`config.mk`:
```
export PLATFORM = sky130hd
export DESIGN_NAME = register_unit_n
export DESIGN_NICKNAME = d
export VERILOG_FILES = /design/src/rtl/register_unit_n_pkg.sv /design/src/rtl/reg_n.sv /design/src/rtl/register_unit_n.sv
export SDC_FILE = /design/constraint.sdc
export NUM_CORES = 1
export LEC_CHECK = 0
export CAP_MARGIN = 30
export CORE_ASPECT_RATIO = 1.2
export CORE_MARGIN = 2
export CORE_UTILIZATION = 47
export CTS_CLUSTER_SIZE = 12
export DETAILED_ROUTE_END_ITERATION = 7
export GPL_TIMING_DRIVEN = 1
export PLACE_DENSITY_LB_ADDON = 0.15
export SLEW_MARGIN = 10
export SYNTH_ARGS = -nofsm -noshare
export SYNTH_HDL_FRONTEND = slang
export SYNTH_HIERARCHICAL = 1
export SYNTH_SLANG_ARGS = --single-unit
export TNS_END_PERCENT = 5
```
`constraint.sdc`:
```
create_clock -name Clk -period 4.4 [get_ports Clk]
set_input_delay 0.88 -clock Clk [delete_from_list [all_inputs] [get_ports Clk]]
set_output_delay 0.88 -clock Clk [all_outputs]
set_load 0.02 [all_outputs]
```
`src/rtl/register_unit_n_pkg.sv`:
```
// Shared types for the parametrised X/A/B register unit of the shift-add multiplier.
package register_unit_n_pkg;

    localparam int unsigned DEF_WIDTH = 8;

    typedef enum logic [2:0] {
        OP_HOLD       = 3'd0,
        OP_LOAD_B     = 3'd1,
        OP_CLEAR_XA   = 3'd2,
        OP_LOAD_XA    = 3'd3,
        OP_SHIFT      = 3'd4,
        OP_LOAD_SHIFT = 3'd5,
        OP_CLEAR_ALL  = 3'd6
    } op_t;

endpackage

```
`src/rtl/reg_n.sv`:
```
// WIDTH-bit register with parallel load and right shift; MSB filled from Shift_In.
module reg_n #(
    parameter int unsigned WIDTH = 8
) (
    input  logic             Clk,
    input  logic             Reset,
    input  logic             Load,
    input  logic             Shift_En,
    input  logic             Shift_In,
    input  logic [WIDTH-1:0] D,
    output logic [WIDTH-1:0] Data_Out,
    output logic             Shift_Out
);

    // Load wins over shift so the top can express fused load-and-shift as a plain load.
    always_ff @(posedge Clk) begin
        if (Reset) begin
            Data_Out <= '0;
        end else if (Load) begin
            Data_Out <= D;
        end else if (Shift_En) begin
            Data_Out <= {Shift_In, Data_Out[WIDTH-1:1]};
        end
    end

    assign Shift_Out = Data_Out[0];

endmodule

```
`src/rtl/register_unit_n.sv`:
```
// X/A/B datapath register unit with opcode decode, saturating shift counter and error flag.
module register_unit_n
    import register_unit_n_pkg::*;
#(
    parameter int unsigned WIDTH = DEF_WIDTH,
    parameter int unsigned CNT_W = $clog2(WIDTH + 1)
) (
    input  logic             Clk,
    input  logic             Reset,
    input  op_t              Op,
    input  logic [WIDTH-1:0] D,
    input  logic [WIDTH:0]   Sum,
    output logic             X,
    output logic [WIDTH-1:0] A,
    output logic [WIDTH-1:0] B,
    output logic             M,
    output logic [CNT_W-1:0] Shift_Cnt,
    output logic             Done,
    output logic             Shift_Err
);

    logic             a_load;
    logic [WIDTH-1:0] a_d;
    logic             a_shift;
    logic             a_shift_out;
    logic             b_load;
    logic             b_shift;
    logic             b_shift_in;
    logic             b_shift_out;
    logic             x_next;
    logic [CNT_W-1:0] cnt_next;
    logic             err_next;

    assign Done = (Shift_Cnt == CNT_W'(WIDTH));
    assign M    = b_shift_out;

    // Opcode decode; a shift request at full count is swallowed and flagged.
    always_comb begin
        a_load     = 1'b0;
        a_d        = '0;
        a_shift    = 1'b0;
        b_load     = 1'b0;
        b_shift    = 1'b0;
        b_shift_in = a_shift_out;
        x_next     = X;
        cnt_next   = Shift_Cnt;
        err_next   = Shift_Err;
        case (Op)
            OP_LOAD_B: begin
                b_load = 1'b1;
            end
            OP_CLEAR_XA: begin
                a_load   = 1'b1;
                x_next   = 1'b0;
                cnt_next = '0;
                err_next = 1'b0;
            end
            OP_LOAD_XA: begin
                a_load = 1'b1;
                a_d    = Sum[WIDTH-1:0];
                x_next = Sum[WIDTH];
            end
            OP_SHIFT: begin
                if (Done) begin
                    err_next = 1'b1;
                end else begin
                    a_shift  = 1'b1;
                    b_shift  = 1'b1;
                    cnt_next = Shift_Cnt + CNT_W'(1);
                end
            end
            OP_LOAD_SHIFT: begin
                if (Done) begin
                    err_next = 1'b1;
                end else begin
                    a_load     = 1'b1;
                    a_d        = {Sum[WIDTH], Sum[WIDTH-1:1]};
                    x_next     = Sum[WIDTH];
                    b_shift    = 1'b1;
                    b_shift_in = Sum[0];
                    cnt_next   = Shift_Cnt + CNT_W'(1);
                end
            end
            OP_CLEAR_ALL: begin
                a_load   = 1'b1;
                b_load   = 1'b1;
                x_next   = 1'b0;
                cnt_next = '0;
                err_next = 1'b0;
            end
            default: begin
            end
        endcase
    end

    // X, counter and sticky error state.
    always_ff @(posedge Clk) begin
        if (Reset) begin
            X         <= 1'b0;
            Shift_Cnt <= '0;
            Shift_Err <= 1'b0;
        end else begin
            X         <= x_next;
            Shift_Cnt <= cnt_next;
            Shift_Err <= err_next;
        end
    end

    reg_n #(.WIDTH(WIDTH)) u_reg_a (
        .Clk       (Clk),
        .Reset     (Reset),
        .Load      (a_load),
        .Shift_En  (a_shift),
        .Shift_In  (X),
        .D         (a_d),
        .Data_Out  (A),
        .Shift_Out (a_shift_out)
    );

    reg_n #(.WIDTH(WIDTH)) u_reg_b (
        .Clk       (Clk),
        .Reset     (Reset),
        .Load      (b_load),
        .Shift_En  (b_shift),
        .Shift_In  (b_shift_in),
        .D         (D),
        .Data_Out  (B),
        .Shift_Out (b_shift_out)
    );

endmodule

```
=== Word-level counts from Yosys, hierarchy flattened ===
Cells that the tools add are included.

* Register bits: 22
* Output and inout bits: 24
* Word-level logic and storage cells: 46

* Add/subtract/negate cells: 1
* Equal/unequal tests: 10
* Muxes and demuxes: 19
* Reductions and logical operators: 11

{| class="wikitable"
|+ Operator list
! cell !! number
|-
| 8-bit 2-to-1 mux || 5
|-
| 8-bit case mux with 2 select lines || 1
|-
| 3-bit == test, second input constant || 3
|-
| 1-bit 2-to-1 mux || 8
|-
| 4-bit case mux with 2 select lines || 1
|-
| 3-bit by 2-bit == test with 1-bit output, second input constant || 2
|-
| 2-bit AND reduction || 3
|-
| 2-bit nonzero test || 3
|-
| 2-bit OR reduction || 3
|-
| 4-bit by 1-bit adder with 4-bit output, second input constant || 1
|-
| 4-bit == test, second input constant || 1
|-
| 4-bit 2-to-1 mux || 1
|-
| 2-bit inequality test, second input constant || 2
|-
| 1-bit case mux with 2 select lines || 2
|-
| 3-bit by 1-bit == test with 1-bit output, second input constant || 1
|-
| 1-bit case mux with 3 select lines || 1
|-
| 3-bit nonzero test || 1
|-
| 3-bit OR reduction || 1
|-
| 2-bit by 1-bit inequality test with 1-bit output, second input constant || 1
|}

=== Longest topological paths before layout ===
Gate-level depths: netlist of run 1.

* Depth in word-level cells: 5
* Mapped depth: 8
* Gate-level depth less buffers: 7

=== Hierarchy ===
Netlist of run 1, hierarchy kept.

{| class="wikitable"
|+ Modules (own cells, without submodules)
! module !! times used !! cells each !! area an instance (µm²) !! sequential area each (µm²)
|-
| reg_n || 2 || 36 || 376.6 || 160.2
|-
| register_unit_n || 1 || 55 || 480.5 || 120.1
|}

=== Worst setup path before layout of run 1 ===
No wires, ideal clock.

* Kind: input-to-reg
* Start point: in Op[1]
* End point: reg u_reg_b.Data_Out[7]
* Library setup time: 130 ps
* Arrival time: 1897 ps
* Data required time: 4270 ps
* Path slack: 2373 ps
* Stages: 6
* Cell sequence: and2b_4 -> and3_4 -> buf_6 -> mux2_4 -> mux2i_1 -> a211oi_1

* Longest elaborated chain between the ends: 4
* Elaborated cells on any way between the ends: 12
* Classes of those cells: eq/ne: 4; mux: 5; reduce/logical: 3

{| class="wikitable"
|+ RTL lines
! element !! RTL line !! source
|-
| from (decl) || register_unit_n.sv:10 || <nowiki>input op_t Op,</nowiki>
|-
| 3-bit == test || register_unit_n.sv:48 || <nowiki>case (Op)</nowiki>
|-
| 1-bit 2-to-1 mux || register_unit_n.sv:48 ||
|-
| via b_shift_in || register_unit_n.sv:28 || <nowiki>logic b_shift_in;</nowiki>
|-
| 8-bit 2-to-1 mux || reg_n.sv:21 || <nowiki>end else if (Shift_En) begin</nowiki>
|-
| 8-bit 2-to-1 mux || reg_n.sv:19 || <nowiki>end else if (Load) begin</nowiki>
|-
| to (signal assigned) || reg_n.sv:22 || <nowiki>Data_Out <= {Shift_In, Data_Out[WIDTH-1:1]};</nowiki>
|-
| to (decl) || reg_n.sv:11 || <nowiki>output logic [WIDTH-1:0] Data_Out,</nowiki>
|}

The timed path passes the listed nets, and every way through them passes these cells. The select of a mux whose other input is x is not followed.
A chain may end at the register's enable or synchronous reset.

=== Worst setup path after layout of run 1 ===
* Start point: reg Shift_Cnt[0]
* End point: out Done

* Longest elaborated chain between the ends: 1

{| class="wikitable"
|+ RTL lines
! element !! RTL line !! source
|-
| from (decl) || register_unit_n.sv:17 || <nowiki>output logic [CNT_W-1:0] Shift_Cnt,</nowiki>
|-
| from (signal assigned) || register_unit_n.sv:104 || <nowiki>Shift_Cnt <= cnt_next;</nowiki>
|-
| 4-bit == test || register_unit_n.sv:34 || <nowiki>assign Done = (Shift_Cnt == CNT_W'(WIDTH));</nowiki>
|-
| to (decl) || register_unit_n.sv:18 || <nowiki>output logic Done,</nowiki>
|}

No other way between the ends.

==> results.yml, run 1 <==
grt:
  grt_pass1_vias: 1084
  gr-total-overflow: 0
  antenna_found_initial: 0
  track_usage: 0.200
  grt_max_degree: 20
  grt_first_pass_wirelength_mm: 4.70
placement:
  dp_cells: 199
  hpwl_mm: 2.25
  numPortBuffers: 45
  place.gp.congestion: 0.764
cells_and_area:
  final_cells: 203
  area_growth_pct: 38.8
  multi_input_area_um2: 714
  register_area_um2: 440
  final_nets: 195
  antenna_cells: 0
  utilization: 0.678
  fillerInstances: 220
  layout-drive-gt1-share: 0.100
worst_setup_path:
  startpoint_type: "flip-flop"
  cpPeakStageDelay_ps: 650
  worstPathArrival_ps: 1890
  path_buf_inv: 3
  cp.required_ps: 3520
  worst_path_max_delay_cell: "clkdlybuf4s50_1"
  cp_common_cell: "inv_1"
  path_class: "flip-flop to output port"
  crit_chain: "inv_1 -> ha_1 -> nand3b_2 -> inv_1 -> clkdlybuf4s50_1"
  cp_top_family: "buffers and inverters"
  critPathCaptureType: "output port"
  crit_fanout: 7
status:
  outcome: "complete, no violations"
clock_tree:
  cts_tree: "done"
  cts_sinks: 22
  htree_num_levels: 1
  clk_pin_slew_ps: 130
  clk_path_buf_depth: 2
  cts-root-buf: "clkbuf_4"
  ctsHoldBuffers: 0
  cts.repair.resized: 0
  numCtsBuffers: 3
  cts_setup_buffers: 0
  insertion_delay_ps: 300
timing:
  hold_viol_final: 0
  slew_viol_final: 0
  post-route-min-period_ps: 2770
  fin_tns_setup_ps: 0
  fin_crit_sh: 0.629
  max_freq_mhz: 361
  rsz0062_at_grt: "no"
  finalSetupViolCount: 0
  worst_pin_slew_ps: 885
  final.setup_skew_ps: 5.91
  max_slew_margin: 0.408
drt:
  postRouteAntennaNets: 0
  vias_per_cell: 5.43
  post_drt_wl_per_cell_um: 14.7
  num_vias: 1103
  drt_wl_total_mm: 2.98
  dr.pass1.iters: 4
  drc_errors: 0
  dr.first_iter.drc_count: 14
power_and_ir_drop:
  p_per_area_mw_per_mm2: 269
  vdd_drop_max_mv: 0.149
  p_leak_nw: 0.611
  power_uw: 461
synth:
  synth_seq_cells: 22
  ys_warn_count: 6
  synth.cell_area_mm2: 0.00123
  syn_nets: 151
  yosysSeqAreaShare: 0.357
  synth_cell_types: 31
  syn_inst: 127
  syn_area_per_cell_um2: 9.71
floorplanning:
  ios: 46
  rows: 20
  die_w_um: 50.8
  initial_core_util: 0.488
  core_area_mm2: 0.00253
  die-area_mm2: 0.00305
  die_h_um: 60.1
run:
  drv_cap: 0
worst_hold_path:
  min_path_type: "flip-flop to flip-flop"
[area by class of cell]
class | instances | share of cell area
clock buffers | 4 | 0.0212
inverters | 6 | 0.0131
multi-input cells | 92 | 0.417
flip-flops and latches | 22 | 0.257
well taps | 33 | 0.0241
repair buffers | 46 | 0.267
[Yosys cell counts (all sizes together)]
library cell / count / area (µm²)
and2b: 1 / 10.0
a211oi: 16 / 120
dfxtp: 22 / 440
nand2: 3 / 11.3
and3: 1 / 11.3
buf: 7 / 56.3
or3: 1 / 6.26
inv: 6 / 22.5
a21oi: 5 / 28.8
o31ai: 1 / 7.51
o21ai: 2 / 10.0
nor2b: 16 / 100
or4: 1 / 11.3
a22o: 8 / 70.1
a21boi: 1 / 7.51
nand3: 2 / 10.0
or2b: 2 / 17.5
nand2b: 3 / 21.3
a31o: 1 / 8.76
ha: 2 / 25.0
nor2: 3 / 11.3
mux2: 1 / 15.0
mux2i: 18 / 180
nor3: 1 / 5.00
nand3b: 3 / 26.3
[flip-flops by register name, summed over array words and instances (netlist names)]
name,cells
X,1
Shift_Cnt,4
u_reg_a/Data_Out,8
u_reg_b/Data_Out,8
Shift_Err,1
[layout by cell type (no fill, tap or decap), drive strengths merged, types with 3 or more instances in the layout]
cell type / count
nand2b: 3
clkbuf: 4
a21oi: 5
a22o: 8
mux2i: 18
clkdlybuf4s50: 45
nor2b: 16
inv: 6
nand2: 3
dfxtp: 22
nand3b: 3
nor2: 3
a211oi: 16
[per-stage QoR]
step	area [µm²]	hold slack [ps]	setup slack (ps)
final	1710	489	1630
after global routing	1710	526	1490
after CTS	1710	497	1630
after detailed placement	1680	461	1480
after global placement	1680	464	1620
after floorplan	1230	537	2370
[kinds of logic (layout without fill, tap and decap cells)]
family	Yosys count	after routing	synth area share
multiplexers	19	19	0.158
flip-flops	22	22	0.357
AO/OA/AOI/OAI	34	34	0.205
AND/OR/NAND/NOR	37	37	0.196
adder cells (fa/ha/maj)	2	2	0.0203
buffers and inverters	13	56	0.0639
[worst min-delay path, stage by stage, from the launching register on]
cell     delay [ps]
dfxtp_1         350
a21oi_1          40
nor2_1           70
[final timing paths]
check | startpoint | end | slack [ps] | cells after the start
max | Shift_Cnt[0] | Done | 1630 | 5
min | Shift_Err | Shift_Err | 490 | 2
max reg2reg | Shift_Cnt[0] | u_reg_b/Data_Out[0] | 2130 | 7
min reg2reg | Shift_Err | Shift_Err | 490 | 2
[report_power, final]
part,switching (mW),internal (mW)
sequential,0.0107,0.213
combinational,0.0592,0.0674
clock,0.0605,0.0504
total,0.130,0.331
[per-layer routing]
layer,track usage,up-vias,share of wire
met4,0.0772,0,0.0060
met2,0.382,25,0.53
li1,-,548,-
met3,0.0175,2,0.038
met1,0.230,528,0.43
met5,0,-,0
Power figures use the tool's default switching activity.
==> inputs of run 2 (changes only) <==
Settings changed: CORE_UTILIZATION 47 to 39.
Clock period 4.4 ns to 2.3 ns, I/O delays scaled along.
==> run 2 against run 1 <==
Compared with the run above: global-route usage shrank 4.2 points; setup slack worse by 1200 ps; design area increased by 3.5%; non-clock buffer count grew 5; die area rose by 19%; power rose by 110%; sequential power rose by 91%; critical endpoint is now u_reg_a/Data_Out[4]; largest cell class unchanged.
==> results.yml, run 2 (same netlist as run 1, synthesis figures left out) <==
timing:
  slew_viol_final: 0
  rsz0062_at_grt: "no"
  hold_viol_final: 0
  max_slew_margin: 0.673
  fin_tns_setup_ps: 0
  fin_crit_sh: 0.824
  max_freq_mhz: 528
  post-route-min-period_ps: 1900
  finalSetupViolCount: 0
  fin_ws_ps: 405
  worst_pin_slew_ps: 489
  final.setup_skew_ps: 17.5
drt:
  vias_per_cell: 5.18
  drc_errors: 0
  num_vias: 1092
  dr.first_iter.drc_count: 16
  post_drt_wl_per_cell_um: 13.3
  postRouteAntennaNets: 0
  drt_wl_total_mm: 2.80
  dr.pass1.iters: 4
placement:
  dpl_cell_area_mm2: 0.00172
  hpwl_mm: 2.11
  preCtsSetupSlack_ps: 132
  numPortBuffers: 45
  place.gp.congestion: 0.772
clock_tree:
  htree_num_levels: 1
  clk_pin_slew_ps: 110
  cts-root-buf: "clkbuf_4"
  numCtsBuffers: 3
  insertion_delay_ps: 310
  cts_sinks: 22
  cts_tree: "done"
  clk_path_buf_depth: 2
grt:
  grt_max_degree: 18
  antenna_found_initial: 0
  grt_pass1_vias: 1099
  grt_first_pass_wirelength_mm: 4.64
  track_usage: 0.158
  gr-total-overflow: 0
power_and_ir_drop:
  p_leak_nw: 0.662
  p_per_area_mw_per_mm2: 544
  vdd_drop_max_mv: 0.276
cells_and_area:
  final_nets: 200
  reg_top3: "u_reg_a/Data_Out (8), u_reg_b/Data_Out (8), Shift_Cnt (4)"
  layout_commonest_cell: "clkdlybuf4s50_1"
  layout-drive-gt1-share: 0.126
  final_cell_mix: "44 x clkdlybuf4s50_1, 22 x dfxtp_1, 18 x mux2i_1, 16 x nor2b_1, 16 x a211oi_1"
  stdcell_area_mm2: 0.00177
  utilization: 0.586
  antenna_cells: 0
  area_growth_pct: 43.7
worst_setup_path:
  crit_chain: "inv_1 -> ha_1 -> nand3b_2 -> inv_1 -> buf_4 -> nor3_1 -> buf_4 -> mux2i_1 -> a211oi_1"
  cp.required_ps: 2490
  crit_fanout: 8
  path_class: "flip-flop to flip-flop"
  cpPeakStageDelay_ps: 430
  worst_path_max_delay_cell: "dfxtp_1"
  startpoint_type: "flip-flop"
  r2r_slack_ps: 400
  critPathCaptureType: "flip-flop"
  worstPathArrival_ps: 2090
floorplanning:
  initial_core_util: 0.407
  rows: 22
  die-area_mm2: 0.00363
  core_area_mm2: 0.00303
  die_h_um: 65.6
  die_w_um: 55.3
  ios: 46
run:
  drv_cap: 0
worst_hold_path:
  min_path_type: "flip-flop to flip-flop"
status:
  outcome: "complete, no violations"
==> run 2: changes by cell type in the layout (fill, tap and decap cells not counted) <==
cell	delta
buf_4	+5
bufinv_16	+1
clkbuf_8	-1
clkdlybuf4s50_1	-1
dlymetal6s2s_1	+1
==> run 2: routing by layer <==
metal	share of wire	routed length, µm	up-vias	GRT usage
met2	0.48	1350	25	0.275
met1	0.47	1300	505	0.190
met5	0	0	-	0
li1	-	-	558	-
met4	0.011	31	0	0.0732
met3	0.041	116	4	0.0256
==> run 2: stage by stage <==
step,power [mW],hold slack (ps),instances
floorplan,0.567,537,127
CTS,0.977,501,211
detailed placement,0.680,463,207
global route,1.01,554,211
finish,0.965,496,211
global placement,0.677,479,207
==> run 2: cell type report <==
| cell class | count | area [µm²] |
|---|---|---|
| Clock buffer | 3 | 22.5 |
| Inverter | 6 | 22.5 |
| Sequential cell | 22 | 440 |
| Timing Repair Buffer | 51 | 498 |
| Multi-Input combinational cell | 92 | 714 |
| Clock inverter | 1 | 30.0 |
| Fill cell | 285 | 1250 |
| Tap cell | 36 | 45.0 |
==> run 2: critical path, delay by kind of cell, from the launching register on <==
kind / cells / cell delay, ps
mux: 1 / 210
buf+inv: 4 / 550
compound gates: 1 / 90
flops: 1 / 430
simple gates: 2 / 310
fa+ha+maj: 1 / 210
==> run 2: path summary, 6_finish.rpt <==
check / from / endpoint / cells after the start
hold / removal: Shift_Err / Shift_Err / 2
setup / recovery: Shift_Cnt[0] / u_reg_a/Data_Out[4] / 9
setup reg to reg: Shift_Cnt[0] / u_reg_a/Data_Out[4] / 9
hold reg to reg: Shift_Err / Shift_Err / 2
==> run 2: repair_timing <==
item | CTS | global route
setup endpoints to repair | 0 | 1
hold buffers | 0 | 0
setup buffers | 0 | 0
gates resized for setup | 0 | 1
==> run 2: where the power goes <==
| part | leakage (nW) | switching, mW | total, mW | internal [mW] |
|---|---|---|---|---|
| logic | 0.453 | 0.110 | 0.244 | 0.133 |
| clock network | 0.0279 | 0.118 | 0.294 | 0.176 |
| registers | 0.181 | 0.0197 | 0.427 | 0.407 |
| total | 0.662 | 0.248 | 0.965 | 0.717 |
==> inputs of run 3 (changes only) <==
Settings changed: CORE_UTILIZATION 39 to 44.
Clock period 2.3 ns to 1.85 ns, I/O delays scaled along.
==> run 3 against run 2 <==
Compared with the run above: via count grew 3.8%; power grew 17%; setup slack got worse by 310 ps; count of clock-buffer cells in the layout increased by 1; final cell count up 4.3%; combinational power grew 31%; register-to-register slack worse by 210 ps; clock skew down 16 ps; die area fell by 11%; critical path depth fell by 7; critical path type is now flip-flop to output port; highest routed layer unchanged.
==> results.yml, run 3 (same netlist as run 1, synthesis figures left out) <==
grt:
  antenna_found_initial: 0
  grt_pass1_vias: 1053
  grt_first_pass_wirelength_mm: 4.68
  grt_max_degree: 19
  track_usage: 0.192
  gr-total-overflow: 0
clock_tree:
  insertion_delay_ps: 320
  cts_sinks: 22
  cts_tree: "done"
  cts_setup_buffers: 0
  clk_pin_slew_ps: 130
  cts-root-buf: "clkbuf_4"
  numCtsBuffers: 3
  clk_path_buf_depth: 2
  htree_num_levels: 1
drt:
  dr.first_iter.drc_count: 19
  post_drt_wl_per_cell_um: 13.1
  num_vias: 1134
  dr.pass1.iters: 4
  drt_wl_total_mm: 2.88
  vias_per_cell: 5.15
  drc_errors: 0
  postRouteAntennaNets: 0
timing:
  post-route-min-period_ps: 1750
  worst_pin_slew_ps: 322
  max_freq_mhz: 570
  hold_viol_final: 0
  rsz0062_at_grt: "no"
  fin_tns_setup_ps: 0
  fin_ws_ps: 95.0
  final.setup_skew_ps: 1.05
  finalSetupViolCount: 0
  max_slew_margin: 0.785
  slew_viol_final: 0
  fin_crit_sh: 0.949
cells_and_area:
  layout-drive-gt1-share: 0.188
  area_growth_pct: 48.5
  fillerInstances: 226
  utilization: 0.670
  final_cell_mix: "44 x clkdlybuf4s50_1, 22 x dfxtp_1, 18 x mux2i_1, 17 x buf_4"
  layout_commonest_cell: "clkdlybuf4s50_1"
  reg_top3: "u_reg_a/Data_Out (8), u_reg_b/Data_Out (8), Shift_Cnt (4)"
  final_nets: 211
  antenna_cells: 0
worst_setup_path:
  crit_chain: "buf_4 -> clkdlybuf4s50_1"
  cpPeakStageDelay_ps: 590
  crit_start: "Shift_Cnt[0]"
  cp.required_ps: 1480
  path_buf_inv: 2
  worstPathArrival_ps: 1380
  worst_path_max_delay_cell: "clkdlybuf4s50_1"
  path_class: "flip-flop to output port"
  critPathCaptureType: "output port"
  startpoint_type: "flip-flop"
  r2r_slack_ps: 190
  r2r-start: "Shift_Cnt[0]"
  crit_fanout: 4
  cp_top_family: "buffers and inverters"
floorplanning:
  rows: 21
  die_h_um: 62.0
  die-area_mm2: 0.00325
  core_area_mm2: 0.00273
  die_w_um: 52.3
  initial_core_util: 0.451
  ios: 46
status:
  outcome: "complete, no violations"
power_and_ir_drop:
  p_per_area_mw_per_mm2: 615
  power_mw: 1.13
  p_leak_nw: 0.691
  vdd_drop_max_mv: 0.434
placement:
  place.gp.congestion: 0.748
  hpwl_mm: 2.15
  preCtsSetupSlack_ps: -193
  numPortBuffers: 45
run:
  drv_cap: 0
worst_hold_path:
  min_path_type: "flip-flop to flip-flop"
  worstHoldStart: "Shift_Err"
## run 3: worst reg2reg max path, delay by kind of cell (launching register included)
family	cells	cell delay (ps)
AOI/OAI and AO/OA	1	90
adders and majority gates	1	200
buffers and inverters	2	200
DFF	1	360
muxes	2	430
and+or+nand+nor	2	280
## run 3: final timing paths
path	endpoint	cells past startpoint
max	Shift_Cnt[0]	2
min	Shift_Err	2
max reg2reg	u_reg_b/Data_Out[7]	8
min reg2reg	Shift_Err	2
## run 3: final cells by class
cell class	instances	area (µm²)	area share
inverters	6	22.5	0.0123
clock buffers	4	36.3	0.0198
repair buffers	62	573	0.313
well taps	34	42.5	0.0232
multi-input cells	92	717	0.391
flip-flops and latches	22	440	0.240
## run 3: routing by layer
| metal | up-vias | global-route usage | part of all wire |
|---|---|---|---|
| li1 | 581 | - | - |
| met1 | 520 | 0.236 | 0.44 |
| met2 | 28 | 0.338 | 0.49 |
| met3 | 5 | 0.0263 | 0.050 |
| met4 | 0 | 0.0806 | 0.015 |
| met5 | - | 0 | 0 |
## run 3: through the flow
stage / hold WS [ps] / cells / instance area (µm²)
after floorplan: 537 / 127 / 1230
after global placement: 456 / 216 / 1800
after detailed placement: 471 / 216 / 1800
after CTS: 502 / 220 / 1830
after global routing: 528 / 220 / 1830
final: 497 / 220 / 1830
## run 3: power by group
group	internal [mW]	total [mW]	switching (mW)
registers	0.506	0.529	0.0234
logic	0.179	0.320	0.141
clock network	0.120	0.277	0.156
total	0.805	1.13	0.321
## run 3: timing repair
item,4_1_cts,5_1_grt
hold buffers,0,0
resized for setup,1,3
endpoints found under the setup margin,1,2
endpoints found under the hold margin,0,0
pin swaps,0,0
